<file path="src/rtl/mem_port_arbiter.sv">
// Arbiter sharing one single-ported data memory between instruction fetch and the memory stage.
// Data has priority; a saturating starvation counter lets a waiting fetch through periodically.
module mem_port_arbiter #(
    parameter int unsigned MEM_LATENCY  = 2,
    parameter int unsigned STARVE_LIMIT = 3
) (
    input  logic        clk,
    input  logic        rst,
    input  logic        if_req,
    input  logic [31:0] if_addr,
    output logic        if_gnt,
    output logic        if_rvalid,
    output logic [31:0] if_rdata,
    input  logic        d_req,
    input  logic        d_we,
    input  logic [31:0] d_addr,
    input  logic [31:0] d_wdata,
    input  logic [2:0]  d_funct3,
    output logic        d_gnt,
    output logic        d_rvalid,
    output logic [31:0] d_rdata,
    output logic [31:0] mem_addr,
    output logic [31:0] mem_wdata,
    output logic [2:0]  mem_funct3,
    output logic        mem_read,
    output logic        mem_write,
    input  logic [31:0] mem_rdata,
    output logic        stall_if,
    output logic        stall_m
);

    typedef enum logic {StIdle, StBusy} state_t;

    localparam logic [3:0] LatInit   = 4'(MEM_LATENCY);
    localparam logic [3:0] StarveMax = 4'(STARVE_LIMIT);

    state_t      state_q;
    logic [3:0]  cnt_q;
    logic [3:0]  starve_q;
    logic        owner_d_q;
    logic [31:0] addr_q;
    logic [31:0] wdata_q;
    logic [2:0]  funct3_q;
    logic        we_q;
    logic        read_q;
    logic        write_q;

    logic idle;
    logic busy;
    logic fetch_win;
    logic data_win;
    logic last_cycle;
    logic if_out;
    logic d_out;

    assign idle       = (state_q == StIdle);
    assign busy       = (state_q == StBusy);
    assign fetch_win  = if_req & (~d_req | (starve_q == StarveMax));
    assign data_win   = d_req & ~fetch_win;
    assign last_cycle = busy & (cnt_q == 4'd1);

    // Grants are combinational, so they are also gated by reset to keep every output at zero.
    assign if_gnt = ~rst & idle & fetch_win;
    assign d_gnt  = ~rst & idle & data_win;

    assign if_rvalid = last_cycle & ~owner_d_q;
    assign d_rvalid  = last_cycle & owner_d_q;
    assign if_rdata  = if_rvalid ? mem_rdata : 32'd0;
    assign d_rdata   = (d_rvalid & ~we_q) ? mem_rdata : 32'd0;

    assign mem_addr   = addr_q;
    assign mem_wdata  = wdata_q;
    assign mem_funct3 = funct3_q;
    assign mem_read   = read_q;
    assign mem_write  = write_q;

    // A transaction counts as outstanding from its grant cycle until its rvalid cycle.
    assign if_out   = if_gnt | (busy & ~owner_d_q);
    assign d_out    = d_gnt | (busy & owner_d_q);
    assign stall_if = ~rst & ((if_req & ~if_gnt) | (if_out & ~if_rvalid));
    assign stall_m  = ~rst & ((d_req & ~d_gnt) | (d_out & ~d_rvalid));

    always_ff @(posedge clk or posedge rst) begin
        if (rst) begin
            state_q   <= StIdle;
            cnt_q     <= 4'd0;
            starve_q  <= 4'd0;
            owner_d_q <= 1'b0;
            addr_q    <= 32'd0;
            wdata_q   <= 32'd0;
            funct3_q  <= 3'd0;
            we_q      <= 1'b0;
            read_q    <= 1'b0;
            write_q   <= 1'b0;
        end else begin
            read_q  <= 1'b0;
            write_q <= 1'b0;
            unique case (state_q)
                StIdle: begin
                    if (!if_req || fetch_win) begin
                        starve_q <= 4'd0;
                    end else if (data_win && starve_q < StarveMax) begin
                        starve_q <= starve_q + 4'd1;
                    end
                    if (fetch_win || data_win) begin
                        owner_d_q <= data_win;
                        addr_q    <= data_win ? d_addr : if_addr;
                        wdata_q   <= data_win ? d_wdata : 32'd0;
                        funct3_q  <= data_win ? d_funct3 : 3'd2;
                        we_q      <= data_win & d_we;
                        read_q    <= ~(data_win & d_we);
                        write_q   <= data_win & d_we;
                        cnt_q     <= LatInit;
                        state_q   <= StBusy;
                    end
                end
                StBusy: begin
                    cnt_q <= cnt_q - 4'd1;
                    if (cnt_q == 4'd1) begin
                        state_q <= StIdle;
                    end
                end
                default: state_q <= StIdle;
            endcase
        end
    end

endmodule

</file>
<file path="config.mk">
export PLATFORM = sky130hd
export DESIGN_NAME = mem_port_arbiter
export DESIGN_NICKNAME = d
export VERILOG_FILES = /design/src/rtl/mem_port_arbiter.sv
export SDC_FILE = /design/constraint.sdc
export NUM_CORES = 1
export LEC_CHECK = 0
export BUFFER_PORTS_ARGS = -buffer_cell sky130_fd_sc_hd__buf_2
export CAP_MARGIN = 5
export CORE_MARGIN = 4
export CORE_UTILIZATION = 40
export DETAILED_ROUTE_END_ITERATION = 10
export PLACE_DENSITY = 0.84
export SYNTH_ARGS = -nofsm -noshare
export SYNTH_HDL_FRONTEND = slang
export SYNTH_SLANG_ARGS = --single-unit
</file>
<file path="constraint.sdc">
create_clock -name clk -period 6.9 [get_ports clk]
set_input_delay 0.69 -clock clk [delete_from_list [all_inputs] [get_ports clk]]
set_output_delay 0.69 -clock clk [all_outputs]
set_load 0.01 [all_outputs]
</file>
After elaboration in Yosys (flattened, before gate mapping). Cells that the tools add are included. W data, S select, Z words.

Add/sub/neg operators: 2. Order comparisons: 1. Equal/unequal tests: 3. Muxes and demuxes: 16. Bitwise operators: 34. Reductions and logical operators: 7.

Operators with widths (count): $mux W32 (4); $and A1 B1 Y1 (18); $mux W4 (3); $not A1 Y1 (11); $pmux W4 S2 (1); $mux W1 (6); $or A1 B1 Y1 (5); $add A4 B1 Y4 const B (1); $eq A4 B1 Y1 const B (1); $eq A4 B2 Y1 const B (1); $lt A4 B2 Y1 const B (1); $reduce_and A2 Y1 (2); $sub A4 B1 Y4 const B (1); $mux W3 (1); $logic_or A1 B1 Y1 (2); $ne A2 B1 Y1 const B (1); $pmux W1 S2 (1); $reduce_bool A2 Y1 (1); $logic_and A1 B1 Y1 (1); $logic_not A1 Y1 (1).

Bits in registers: 80. Bits of input ports: 136. Output and inout bits: 139. Word-level logic and storage cells: 73.

Logic depth before layout (Yosys ltp). Gate-level depths: netlist (run 1).

Word-level depth: 10. Depth in mapped cells: 7. Depth with buffers taken out: 5.

Least setup slack after synthesis (run 1). No wires, ideal clock.

Path type: input port to output port. Start: input port rst. End: output port if_gnt. Arrival: 2.810 ns. Required time: 6.210 ns. Slack: 3.400 ns. Stages: 3. Buffers on the path: 0. Cell sequence: inv_1 > nand3_1 > a21oi_1.

Cells in the longest elaborated chain, start to end: 3.

RTL lines: start: declaration (line 8) `input logic rst,`; $not A1 Y1 (line 63) `assign if_gnt = ~rst & idle & fetch_win;`; $and A1 B1 Y1 (2 in a row) (line 63); end: declaration (line 11) `output logic if_gnt,`.

No other way between the ends.

Worst setup path after layout (run 1).
Start: register state_q, in the netlist busy. End: output port d_rdata[30].

Cells in the longest elaborated chain, start to end: 4.

RTL lines: start: declaration (line 37) `state_t state_q;`; start signal: assignment (line 85) `state_q <= StIdle;`; start signal: assignment (line 114) `state_q <= StBusy;`; start signal: assignment (line 120) `state_q <= StIdle;`; $and A1 B1 Y1 (line 60) `assign last_cycle = busy & (cnt_q == 4'd1);`; $and A1 B1 Y1 (line 67) `assign d_rvalid = last_cycle & owner_d_q;`; $and A1 B1 Y1 (line 69) `assign d_rdata = (d_rvalid & ~we_q) ? mem_rdata : 32'd0;`; $mux W32 (line 69); end: declaration (line 21) `output logic [31:0] d_rdata,`.

No other way between the ends.

==> flow_metrics.env, run 1 <==
export IMPL_status="complete, no violations"
export IMPL_fin_ws_ns=4.065
export IMPL_met1_length_um=5274
export IMPL_ctsResizeCount=0
export IMPL_synth_edf_count=0
export IMPL_drc=0
export IMPL_grt_max_degree=45
export IMPL_overflow=0
export IMPL_hold_buffers=0
export IMPL_power_density_nw_per_um2=367.5
export IMPL_fin_tns_setup_ns=0
export IMPL_synth_compound_area_frac=0.1560
export IMPL_synthMuxAreaShare=0.002345
export IMPL_whs_ns=0.4319
export IMPL_port_buffers=274
export IMPL_die_h_um=111.3
export IMPL_vdd_ir_drop_max_uv=178.8
export IMPL_grt_first_pass_wirelength_um=21670
export IMPL_drt_iter0_markers=154
export IMPL_avgSynthCellArea_um2=8.985
export IMPL_drtAntennaViolNets=0
export IMPL_io_pins=275
export IMPL_post_cts_setup_buffers=0
export IMPL_dr_wl_met2_um=6966
export IMPL_synth_async_sr_flop_share=1.000
export IMPL_yosysSeqAreaShare=0.4691
export IMPL_fin_nets=862
export IMPL_worstPathArrival_ns=2.15
export IMPL_power_leakage_uw=0.003168
export IMPL_mostFrequentLayoutCells="buf_2 (274), nand2_1 (136), dfrtp_1 (80)"
export IMPL_period_share=0.4109
export IMPL_synth_flop_cell="dfrtp_1"
export IMPL_antenna_found_initial=3
export IMPL_yosysUniqueCellTypes=37
export IMPL_r2r_start="starve_q[0]"
export IMPL_maxCapViolCount=0
export IMPL_fin_crit_ns=2.835
export IMPL_rows=37
export IMPL_crit_fanout=22
export IMPL_worstSetupEndpointType="output pin"
export IMPL_vias=4369
export IMPL_synth_top_family_by_area="simple AND/OR/NAND/NOR gates"
export IMPL_clk_latency_ns=0.34
export IMPL_wl_per_cell_um=15.80
export IMPL_design_area_um2=5866
export IMPL_clkTransAtPathRegs_ns=0.09
export IMPL_fillCellCount=950
export IMPL_synth_simple_area_share=0.3026
export IMPL_place_ws_ns=3.978
export IMPL_syn_inst=475
export IMPL_wl_met3_um=918
export IMPL_final_common_cell="buf_2"
export IMPL_tightest_slew_ns=1.030
export IMPL_syn2layout_area_growth_pct=37.44
export IMPL_synth_fa_ha_area_frac=0.008795
export IMPL_synthXorXnorAreaFrac=0
export IMPL_critPathKind="flop to output pin"
export IMPL_grt_pass1_vias=4274
export IMPL_drive_above_1_share=0.4588
export IMPL_rsz0062_at_grt="no"
export IMPL_worstPathRequired_ns=6.21
export IMPL_slew_viol_final=0
export IMPL_cts_sinks=80
export IMPL_cts_tree="done"
export IMPL_hpwl_um=10420
export IMPL_synth_area_um2=4268
export IMPL_start_util=0.4116
export IMPL_max_freq_ghz=0.3527
export IMPL_numCtsBuffers=9
export IMPL_dpl_cell_area_um2=5625
export IMPL_die_area_um2=12390
export IMPL_cts_max_path_buffers=2
export IMPL_gp_congestion=0.9019
export IMPL_relSlewSlack=0.3134
export IMPL_finClkSkew_ns=0.01336
export IMPL_yosys_warnings=0
export IMPL_final_hold_viol_count=0
export IMPL_cts_root_buffer="clkbuf_8"
export IMPL_start_kind="flop"
export IMPL_h_tree_depth=3
export IMPL_synth_net_count=614
export IMPL_crit_start="busy"
export IMPL_finalSetupViolCount=0
export IMPL_placeableCoreArea_um2=10370
export IMPL_drt_pass1_iter_count=4
export IMPL_min_delay_path_class="primary input to asynchronous set/reset pin"
export IMPL_top_layer="met4"
export IMPL_ys_ff_latch=80
export IMPL_die_x_um=111.3
export IMPL_wl_um=13700
export IMPL_track_usage=0.2143
export IMPL_vias_per_cell=5.039
==> where the power goes <==
part	internal (uW)	total [uW]	switching, uW
registers	677	803	126
clock network	216	384	168
logic	398	968	570
total	1290	2160	865
==> cells by family (layout without fill, tap and decap cells) <==
family                   Yosys count  after routing
AND/OR/NAND/NOR                  259            259
AO/OA/AOI/OAI                     83             83
flip-flops                        80             80
buffers and inverters             49            302
adder cells (fa/ha/maj)            3              3
multiplexers                       1              1
other                              0              3
==> registers in the layout, indices dropped and copies added (netlist names) <==
name and flops:
mem_addr 32, mem_wdata 32, cnt_q 4, starve_q 4, mem_funct3 3, busy 1
mem_read 1, mem_write 1, owner_d_q 1, we_q 1
==> cells in the mapped netlist, types with 2 or more instances <==
cell | count | area [um2]
buf_6 | 8 | 90.09
a32o_1 | 2 | 20.02
nor2b_1 | 2 | 12.51
clkbuf_2 | 2 | 10.01
and2_1 | 65 | 406.6
nand2_1 | 136 | 510.5
nor3_1 | 2 | 10.01
dfrtp_1 | 80 | 2002
nor4_1 | 2 | 12.51
inv_1 | 4 | 15.01
ha_1 | 3 | 37.54
o211ai_1 | 4 | 30.03
nand3_1 | 4 | 20.02
o21ai_1 | 5 | 25.02
clkbuf_1 | 22 | 82.58
o211ai_2 | 28 | 350.3
buf_2 | 12 | 60.06
nand4_1 | 32 | 200.2
a31oi_1 | 3 | 18.77
o21ai_0 | 32 | 160.2
a21oi_1 | 4 | 20.02
nor2_1 | 8 | 30.03
==> layer usage <==
| layer | GRT usage | up-vias |
|---|---|---|
| met5 | 0 | - |
| met4 | 0.08921 | 0 |
| met3 | 0.04312 | 26 |
| met2 | 0.3828 | 188 |
| met1 | 0.2491 | 2054 |
| li1 | - | 2101 |
==> through the flow <==
| step | total power [uW] | instances | utilization |
|---|---|---|---|
| final | 2155 | 867 | 0.5656 |
| after global routing | 2324 | 866 | 0.5654 |
| after CTS | 2178 | 863 | 0.5638 |
| after detailed placement | 1790 | 847 | 0.5425 |
| after global placement | 1760 | 847 | 0.5425 |
| after floorplan | 1411 | 475 | - |
==> path summary, 6_finish.rpt <==
path / endpoint / slack (ns) / cells after the start
min in group clk: mem_wdata[27] / 0.48 / 2
worst min-delay path: mem_read / 0.43 / 2
max in group asynchronous: mem_addr[4] / 5.46 / 3
worst max-delay path: d_rdata[30] / 4.06 / 5
worst max register to register: mem_addr[30] / 4.51 / 5
worst min register to register: mem_wdata[27] / 0.48 / 2
==> critical path: stages, from the launching register on <==
cell and delay, ns:
dfrtp_1 0.71, nand4bb_4 0.18, nor3_2 0.41, buf_6 0.23, and2_1 0.13, buf_2 0.12
==> layout make-up <==
cell class                      count  area [um2]  share of cell area
Antenna cell                        3       7.507            0.001280
Inverter                            5       20.02            0.003413
Clock buffer                       12       145.1             0.02474
Clock inverter                      4       76.32             0.01301
Multi-Input combinational cell    346        2017              0.3439
Tap cell                          136       170.2             0.02901
Timing Repair Buffer              281        1428              0.2434
Sequential cell                    80        2002              0.3413
Power figures use the tool's default switching activity.
==> run 2: changes to the inputs <==
Settings changed: ABC_AREA from default to 1, CORE_UTILIZATION 40 to 38, PLACE_DENSITY 0.84 to 0.86.
Clock period 6.9 ns to 2.43 ns, I/O delays scaled along.
==> flow_metrics.env, run 2 <==
export IMPL_synth_async_sr_flop_share=1.000
export IMPL_p_sw_uw=2276
export IMPL_status="complete, no violations"
export IMPL_placeableCoreArea_um2=9910
export IMPL_track_usage=0.2091
export IMPL_post_cts_setup_buffers=0
export IMPL_drt_iter0_markers=209
export IMPL_antenna_found_initial=0
export IMPL_gp_congestion=0.7701
export IMPL_p_int_uw=3684
export IMPL_die_h_um=109.8
export IMPL_fin_nets=847
export IMPL_synth_area_leaders="dfrtp_1 (51%), nor2_1 (9.8%), a21oi_2 (8.5%)"
export IMPL_yosys_warnings=0
export IMPL_ys_ff_latch=80
export IMPL_numCtsBuffers=9
export IMPL_finClkSkew_ns=0.005491
export IMPL_clk_latency_ns=0.35
export IMPL_cts_sinks=80
export IMPL_min_delay_path_class="primary input to flop"
export IMPL_r2r_start="starve_q[2]"
export IMPL_die_x_um=109.8
export IMPL_avgSynthCellArea_um2=9.007
export IMPL_yosysSeqAreaShare=0.5086
export IMPL_grt_max_degree=53
export IMPL_crit_fanout=32
export IMPL_synth_top_cell_area_share=0.5086
export IMPL_start_kind="flop"
export IMPL_period_share=0.9147
export IMPL_worstRegToRegCells=6
export IMPL_synth_net_count=576
export IMPL_critPathKind="flop to output pin"
export IMPL_rrSetupSlack_ns=0.59
export IMPL_vdd_ir_drop_max_uv=563.7
export IMPL_dp_cells=829
export IMPL_final_cells=847
export IMPL_synth_flop_cell="dfrtp_1"
export IMPL_worstSetupEndpointType="output pin"
export IMPL_holdPathEnd="mem_wdata[16]"
export IMPL_wl_per_cell_um=15.46
export IMPL_final_common_cell="buf_2"
export IMPL_synth_area_um2=3936
export IMPL_vias=4002
export IMPL_worstPathRequired_ns=2.19
export IMPL_hold_path_depth=2
export IMPL_die_area_um2=12050
export IMPL_dpl_cell_area_um2=5408
export IMPL_yosysMostFrequentCell="nor2_1"
export IMPL_slew_viol_final=0
export IMPL_drt_pass1_iter_count=4
export IMPL_synth_edf_count=0
export IMPL_r2r_end="mem_addr[13]"
export IMPL_comb_power_share=0.425
export IMPL_io_pins=275
export IMPL_max_freq_ghz=0.4499
export IMPL_yosysTopAreaCell="dfrtp_1"
export IMPL_design_area_um2=5677
export IMPL_hold_start="d_wdata[16]"
export IMPL_mostFrequentLayoutCells="buf_2 (274), nor2_1 (102), dfrtp_1 (79)"
export IMPL_h_tree_depth=3
export IMPL_relSlewSlack=0.5771
export IMPL_cts_tree="done"
export IMPL_drive_above_1_share=0.4951
export IMPL_power_density_nw_per_um2=1050
export IMPL_drc=0
export IMPL_tightest_slew_ns=0.6335
export IMPL_grt_first_pass_wirelength_um=19160
export IMPL_syn2layout_area_growth_pct=44.21
export IMPL_start_util=0.3972
export IMPL_swShare=0.3819
export IMPL_cts_max_path_buffers=2
export IMPL_finalSetupViolCount=0
export IMPL_port_buffers=274
export IMPL_drtAntennaViolNets=0
export IMPL_maxCapViolCount=0
export IMPL_syn_inst=437
export IMPL_cts_root_buffer="clkbuf_8"
export IMPL_utilization=0.5729
export IMPL_vias_per_cell=4.725
export IMPL_yosysUniqueCellTypes=29
export IMPL_grt_pass1_vias=3920
export IMPL_final_hold_viol_count=0
export IMPL_fin_tns_setup_ns=0
export IMPL_rows=36
export IMPL_clkTransAtPathRegs_ns=0.08
export IMPL_worstPathArrival_ns=1.98
export IMPL_overflow=0
export IMPL_ys_top_cells_by_count="nor2_1 (103), dfrtp_1 (80), nand2_1 (50), inv_1 (47), a21oi_2 (38)"
export IMPL_seqPwrFrac=0.371
export IMPL_power_leakage_uw=0.003294
export IMPL_hpwl_um=10380
export IMPL_fin_crit_ns=2.223
export IMPL_rsz0062_at_grt="no"
export IMPL_clock_power_share=0.203
export IMPL_wl_um=13100
run 2: critical path, stage by stage (launching register included):
cell	delay (ns)
dfrtp_1	0.38
inv_1	0.10
ha_1	0.15
nand2_1	0.06
nor3_2	0.18
nand2_1	0.10
inv_1	0.08
nand2_1	0.05
buf_4	0.22
nor2_1	0.17
buf_2	0.16
run 2: cell type report:
class                           instances  area, um2
Fill cell                             906       4233
Clock buffer                           10      137.6
Inverter                               49      185.2
Sequential cell                        80       2003
Clock inverter                          6      115.1
Multi-Input combinational cell        282       1590
Tap cell                              133      166.4
Timing Repair Buffer                  286       1476
Antenna cell                            1      2.502
run 2: worst max path at each step:
stage                        start     endpoint  slack [ns]  depth (start not counted)
after detailed placement      busy  d_rdata[13]        0.56                          8
after global routing      cnt_q[1]  d_rdata[17]        0.04                         10
after floorplan                rst         busy        0.14                          1
after global placement        busy  d_rdata[13]        0.60                          8
final                     cnt_q[1]  d_rdata[17]        0.21                         10
after CTS                     busy  d_rdata[13]        0.14                          8
run 2: cells by family (layout without fill, tap and decap cells):
| group | Yosys count | after routing | synth area share |
|---|---|---|---|
| AOI/OAI and AO/OA | 112 | 112 | 0.2203 |
| adders and majority gates | 3 | 3 | 0.009537 |
| buffers and inverters | 75 | 351 | 0.08805 |
| DFF | 80 | 80 | 0.5086 |
| muxes | 1 | 1 | 0.002543 |
| other | 0 | 1 | 0 |
| and+or+nand+nor | 166 | 166 | 0.1710 |
run 2: stage by stage:
step	worst slack (ns)	hold WS [ns]	power (uW)
after floorplan	0.1353	0.3515	3771
after detailed placement	0.5558	0.3616	4801
final	0.2074	0.1020	5960
after CTS	0.1441	0.08058	6023
after global placement	0.5994	0.3620	4713
after global routing	0.04198	0.08419	6398
run 2: what timing repair did:
action,4_1_cts,5_1_grt
endpoints found under the hold margin,33,0
endpoints found under the setup margin,0,2
gates resized for setup,0,2
hold buffers,1,0
run 2: routing by layer:
metal	GRT usage	wire, um
met1	0.2198	4718
met2	0.3928	6896
met3	0.06166	1276
met4	0.07391	203
met5	0	0
run 2: power by group through the flow:
stage	clock, uW	combinational (uW)	sequential [uW]
6_report	1210	2540	2210
5_1_grt	1300	2820	2280
4_1_cts	1240	2570	2210
3_5_place_dp	0	2580	2220
3_3_place_gp	0	2500	2210
2_1_floorplan	0	1370	2400
